--- config.mk ---
export PLATFORM = sky130hd
export DESIGN_NAME = program_dumper_flat
export DESIGN_NICKNAME = d
export VERILOG_FILES = /design/src/rtl/program_dumper_pkg.sv /design/src/rtl/program_dumper_if.sv /design/src/rtl/program_dumper.sv /design/src/flat_wrapper.sv
export SDC_FILE = /design/constraint.sdc
export NUM_CORES = 1
export LEC_CHECK = 0
export CAP_MARGIN = 10
export CORE_UTILIZATION = 45
export DETAILED_ROUTE_END_ITERATION = 10
export PLACE_DENSITY_LB_ADDON = 0.2
export SETUP_SLACK_MARGIN = 0.4
export SLEW_MARGIN = 10
export SYNTH_ARGS = -nofsm -noshare
export SYNTH_HDL_FRONTEND = slang
export SYNTH_SLANG_ARGS = --single-unit
--- constraint.sdc ---
create_clock -name clock -period 2.4 [get_ports clock]
set_input_delay 0.48 -clock clock [delete_from_list [all_inputs] [get_ports clock]]
set_output_delay 0.48 -clock clock [all_outputs]
set_load 0.005 [all_outputs]
--- src/rtl/program_dumper_pkg.sv ---
// Shared widths and FSM state type for the memory read-back streamer.
package program_dumper_pkg;

  localparam int WORD_SIZE     = 32;
  localparam int MEM_ADDR_SIZE = 5;

  typedef enum logic [2:0] {
    S_IDLE,
    S_READ,
    S_WAIT,
    S_SEND,
    S_DONE
  } dumper_state_t;

endpackage

--- src/rtl/program_dumper_if.sv ---
// Control, memory read port and output stream of the program dumper.
// The master modport is the dumper side; the slave modport is the memory/consumer side.
interface program_dumper_if;
  import program_dumper_pkg::*;

  logic                     start_dump;
  logic [MEM_ADDR_SIZE-1:0] dump_base;
  logic [MEM_ADDR_SIZE-1:0] dump_last;
  logic [MEM_ADDR_SIZE-1:0] mem_addr;
  logic                     mem_read;
  logic [WORD_SIZE-1:0]     mem_read_data;
  logic [WORD_SIZE-1:0]     out_data;
  logic                     out_valid;
  logic                     out_ready;
  logic                     out_last;
  logic                     busy;
  logic                     dump_complete;

  modport master (
    input  start_dump, dump_base, dump_last, mem_read_data, out_ready,
    output mem_addr, mem_read, out_data, out_valid, out_last, busy, dump_complete
  );

  modport slave (
    output start_dump, dump_base, dump_last, mem_read_data, out_ready,
    input  mem_addr, mem_read, out_data, out_valid, out_last, busy, dump_complete
  );

endinterface

--- src/rtl/program_dumper.sv ---
// Streams an inclusive, wrapping address range of memory out over valid/ready.
// One word costs READ, WAIT and SEND; every output comes straight from a register.
module program_dumper
  import program_dumper_pkg::*;
(
  input  logic clock,
  input  logic reset,
  program_dumper_if.master bus
);

  dumper_state_t            r_state;
  logic [MEM_ADDR_SIZE-1:0] r_memAddr;
  logic [MEM_ADDR_SIZE-1:0] r_lastQ;
  logic                     r_memRead;
  logic [WORD_SIZE-1:0]     r_outData;
  logic                     r_outValid;
  logic                     r_outLast;
  logic                     r_busy;
  logic                     r_dumpComplete;

  dumper_state_t            w_nextState;
  logic [MEM_ADDR_SIZE-1:0] w_nextMemAddr;
  logic [MEM_ADDR_SIZE-1:0] w_nextLastQ;
  logic                     w_nextMemRead;
  logic [WORD_SIZE-1:0]     w_nextOutData;
  logic                     w_nextOutValid;
  logic                     w_nextOutLast;
  logic                     w_nextDumpComplete;
  logic                     w_atLast;

  assign w_atLast = (r_memAddr == r_lastQ);

  // Reset drops every output at once, so an in-flight word is simply abandoned.
  always_ff @(posedge clock or posedge reset) begin
    if (reset) begin
      r_state        <= S_IDLE;
      r_memAddr      <= '0;
      r_lastQ        <= '0;
      r_memRead      <= 1'b0;
      r_outData      <= '0;
      r_outValid     <= 1'b0;
      r_outLast      <= 1'b0;
      r_busy         <= 1'b0;
      r_dumpComplete <= 1'b0;
    end else begin
      r_state        <= w_nextState;
      r_memAddr      <= w_nextMemAddr;
      r_lastQ        <= w_nextLastQ;
      r_memRead      <= w_nextMemRead;
      r_outData      <= w_nextOutData;
      r_outValid     <= w_nextOutValid;
      r_outLast      <= w_nextOutLast;
      r_busy         <= (w_nextState != S_IDLE) && (w_nextState != S_DONE);
      r_dumpComplete <= w_nextDumpComplete;
    end
  end

  always_comb begin
    w_nextState        = r_state;
    w_nextMemAddr      = r_memAddr;
    w_nextLastQ        = r_lastQ;
    w_nextMemRead      = r_memRead;
    w_nextOutData      = r_outData;
    w_nextOutValid     = r_outValid;
    w_nextOutLast      = r_outLast;
    w_nextDumpComplete = r_dumpComplete;

    case (r_state)
      S_IDLE, S_DONE: begin
        if (bus.start_dump) begin
          w_nextLastQ        = bus.dump_last;
          w_nextMemAddr      = bus.dump_base;
          w_nextMemRead      = 1'b1;
          w_nextDumpComplete = 1'b0;
          w_nextState        = S_READ;
        end
      end
      S_READ: begin
        w_nextMemRead = 1'b0;
        w_nextState   = S_WAIT;
      end
      S_WAIT: begin
        w_nextOutData  = bus.mem_read_data;
        w_nextOutValid = 1'b1;
        w_nextOutLast  = w_atLast;
        w_nextState    = S_SEND;
      end
      S_SEND: begin
        // out_valid is always high here, so out_ready alone marks the transfer.
        if (bus.out_ready) begin
          w_nextOutValid = 1'b0;
          w_nextOutLast  = 1'b0;
          if (w_atLast) begin
            w_nextDumpComplete = 1'b1;
            w_nextState        = S_DONE;
          end else begin
            w_nextMemAddr = r_memAddr + 1'b1;
            w_nextMemRead = 1'b1;
            w_nextState   = S_READ;
          end
        end
      end
      default: w_nextState = S_IDLE;
    endcase
  end

  assign bus.mem_addr      = r_memAddr;
  assign bus.mem_read      = r_memRead;
  assign bus.out_data      = r_outData;
  assign bus.out_valid     = r_outValid;
  assign bus.out_last      = r_outLast;
  assign bus.busy          = r_busy;
  assign bus.dump_complete = r_dumpComplete;

endmodule

--- src/flat_wrapper.sv ---
// flat-port wrapper written by rule: the top's interface ports become plain ports
module program_dumper_flat import program_dumper_pkg::*;
  (clock, reset, bus_start_dump, bus_dump_base, bus_dump_last, bus_mem_read_data, bus_out_ready, bus_mem_addr, bus_mem_read, bus_out_data, bus_out_valid, bus_out_last, bus_busy, bus_dump_complete);
  program_dumper_if bus_i ();
  input  logic clock;
  input  logic reset;
  input wire logic [$bits(bus_i.start_dump)-1:0] bus_start_dump;
  input wire logic [$bits(bus_i.dump_base)-1:0] bus_dump_base;
  input wire logic [$bits(bus_i.dump_last)-1:0] bus_dump_last;
  input wire logic [$bits(bus_i.mem_read_data)-1:0] bus_mem_read_data;
  input wire logic [$bits(bus_i.out_ready)-1:0] bus_out_ready;
  output wire logic [$bits(bus_i.mem_addr)-1:0] bus_mem_addr;
  output wire logic [$bits(bus_i.mem_read)-1:0] bus_mem_read;
  output wire logic [$bits(bus_i.out_data)-1:0] bus_out_data;
  output wire logic [$bits(bus_i.out_valid)-1:0] bus_out_valid;
  output wire logic [$bits(bus_i.out_last)-1:0] bus_out_last;
  output wire logic [$bits(bus_i.busy)-1:0] bus_busy;
  output wire logic [$bits(bus_i.dump_complete)-1:0] bus_dump_complete;
  assign bus_i.start_dump = bus_start_dump;
  assign bus_i.dump_base = bus_dump_base;
  assign bus_i.dump_last = bus_dump_last;
  assign bus_i.mem_read_data = bus_mem_read_data;
  assign bus_i.out_ready = bus_out_ready;
  assign bus_mem_addr = bus_i.mem_addr;
  assign bus_mem_read = bus_i.mem_read;
  assign bus_out_data = bus_i.out_data;
  assign bus_out_valid = bus_i.out_valid;
  assign bus_out_last = bus_i.out_last;
  assign bus_busy = bus_i.busy;
  assign bus_dump_complete = bus_i.dump_complete;
  program_dumper u_core (.clock(clock), .reset(reset), .bus(bus_i));
endmodule
==> flow_metrics.tcl <==
set metrics [dict create \
    wl_um 4413 \
    coreArea_um2 4444 \
    yosys.cell_types.count 32 \
    cts_tree "done" \
    failed_checks "DRC" \
    synth-adder-area-share 0.005928 \
    holdBufCountCts 0 \
    yosys.area.top_type "dfrtp_1" \
    antenna_found_initial 0 \
    drt-initial-drc-count 51 \
    dp_slack_ns 0.5543 \
    crit_slowest_cell "clkdlybuf4s50_1" \
    syn_area_per_cell_um2 12.87 \
    clock_sinks 50 \
    top_level_ports 88 \
    worstSkewPairLatency_ns 0.29 \
    grt_max_degree 35 \
    critPathArrivalTime_ns 1.29 \
    min_path_type "reg -> reg" \
    antenna_left 0 \
    gr-total-overflow 0 \
    worst_pin_slew_ns 0.5470 \
    synth_top_area_share 0.5928 \
    clk_path_buf_depth 2 \
    num_rows 24 \
    io_buffers 87 \
    path_class "reg -> out" \
    crit_chain "clkdlybuf4s50_1" \
    fin_total_pwr_w 0.003894 \
    syn_inst 164 \
    cap_violations 0 \
    finalHoldViolations 0 \
    period_needed_ns 1.770 \
    dpl.cell_count 302 \
    tns_ns 0 \
    cp-start-kind "flop" \
    rsz0062_at_grt "no" \
    path_max_fanout 6 \
    setup_violations 0 \
    layoutNonFillerInstCount 308 \
    syn_nets 211 \
    path_delay_family "buffers and inverters" \
    finalCritPeriodShare 0.7374 \
    remaining_drc_errors 6 \
    seqCellArea_um2 1251 \
    setup_slack_ns 0.6303 \
    fin_nets 304 \
    antenna_cells 0 \
    cp_data_required_time_ns 1.92 \
    cts_root_buf "clkbuf_8" \
    total_leakage_power_nw 1.323 \
    synth_compound_area_frac 0.08121 \
    first_global_vias 1652 \
    synth-simple-area-share 0.1085 \
    hpwl_um 3267 \
    synth_top_family_by_area "multiplexers" \
    cts-resized-gates 0 \
    slew_headroom 0.6348 \
    fp.dieW_um 70.49 \
    critical-path-max-stage-delay_ns 0.54 \
    postCtsSetupBuffers 0 \
    final_area_um2 3137 \
    synthMuxAreaShare 0.1707 \
    fillers 367 \
    clk_pin_slew_ns 0.08 \
    fmax_mhz 565.1 \
    layout_commonest_cell "clkdlybuf4s50_1" \
    power_per_cell_area_nw_per_um2 1241 \
    clock_skew_ns 0.007215 \
    grt_pass1_wl_um 7272 \
    drv_slew 0 \
    cts_buffers 5 \
    ir_drop_mv 0.6940 \
    multi_input_area_um2 817.0 \
    drive_gt1_frac 0.1875 \
    start_util 0.4749 \
    die_h_um 70.49 \
    viasPerCell 5.159 \
    ys_seq_area_frac 0.5928 \
    outcome "finished, violations left" \
    critPathBufInv 1 \
    synthToLayoutAreaGrowth_pct 48.61 \
    place_congestion 0.8413 \
    yosys-top-cells-area "dfrtp_1 (59%), mux2_2 (17%), nand2_1 (3.6%)" \
    wl_per_cell_um 14.33 \
    die-area_um2 4969 \
    placedInstanceArea_um2 3054 \
    dr.pass1.iters 7 \
    mostFrequentLayoutCells "clkdlybuf4s50_1 (87), dfrtp_1 (50), mux2_2 (32)" \
    h-tree-depth 2 \
    grt_usage 0.1891 \
    critPathCaptureType "primary output" \
    syn-cell-area_um2 2111 \
    synth-xor-area-share 0.02075 \
    yosys_warnings 0 \
    num_vias 1589 \
    ys_ff_latch 50 \
]
synthesized netlist by cell type:
cell type and n:
and3_1 1, o22ai_1 3, a21o_1 1, xnor2_1 5, nand2_4 1, inv_1 4, nor2_1 6, nor2_2 1
a22oi_1 2, o211ai_1 2, a21oi_1 4, ha_1 1, dfrtp_1 50, a32oi_1 1, nor2_8 1, a22o_1 1
nor3_2 1, mux2_2 32, a31o_2 1, buf_2 1, nand2_1 20, buf_4 3, nand2b_4 1, o311a_1 1
nand3b_1 1, or4_1 2, o21ai_0 5, nor2b_1 1, nand3_1 5, o21a_1 1, a2bb2oi_1 3, nor3_1 2
routing by layer:
metal / part of all wire / global-route usage
met1: 0.41 / 0.2192
met2: 0.48 / 0.3128
met3: 0.10 / 0.08802
met4: 0.0084 / 0.05442
met5: 0 / 0
final timing paths:
check                                       start                      end  slack, ns  depth (start not counted)
setup / recovery           u_core.bus.mem_addr[3]          bus_mem_addr[3]       0.63                          1
min in group asynchronous                   reset  u_core.bus.out_data[10]       0.56                          2
hold reg to reg              u_core.bus.out_valid     u_core.bus.out_valid       0.48                          1
max in group asynchronous                   reset   u_core.bus.mem_addr[2]       1.32                          3
hold / removal               u_core.bus.out_valid     u_core.bus.out_valid       0.48                          1
setup reg to reg           u_core.bus.mem_addr[0]   u_core.bus.mem_addr[1]       0.75                          5
flip-flops by register name (all words and copies together), names as in the netlist:
name / cells
u_core.bus.mem_read: 1
u_core.bus.dump_complete: 1
u_core.bus.out_last: 1
u_core.bus.out_valid: 1
u_core.bus.mem_addr: 5
u_core.bus.out_data: 32
u_core.r_lastQ: 5
u_core.r_state: 3
u_core.bus.busy: 1
cell families after synthesis:
group | count (synthesis)
simple gates | 43
buf+inv | 8
fa+ha+maj | 1
compound gates | 25
mux | 32
xor+xnor | 5
flops | 50
layout make-up:
type                    instances  area share
flip-flops and latches         50      0.3989
repair buffers                 90      0.2888
multi-input cells             106      0.2605
clock buffers                   6     0.02633
well taps                      52     0.02074
inverters                       4    0.004787
power by group:
group | leakage (nW) | switching, W | internal [W]
clock | 0.0431 | 0.000248 | 0.000223
sequential | 0.589 | 0.000285 | 0.00125
combinational | 0.691 | 0.000671 | 0.00122
total | 1.32 | 0.00120 | 0.00269
worst register-to-register path: cells and delay by family, from the launching register on:
kind | cells | cell delay (ns)
flip-flops | 1 | 0.45
AO/OA/AOI/OAI | 2 | 0.33
AND/OR/NAND/NOR | 2 | 0.60
XOR/XNOR | 1 | 0.16
metrics by stage:
step                      hold WS, ns  utilization
after floorplan                0.4668            -
after global placement         0.4701       0.6872
after detailed placement       0.4730       0.6872
after CTS                      0.4926       0.7058
after global routing           0.5197       0.7058
final                          0.4823       0.7058
Note: power is estimated with default switching activity, not from simulation.
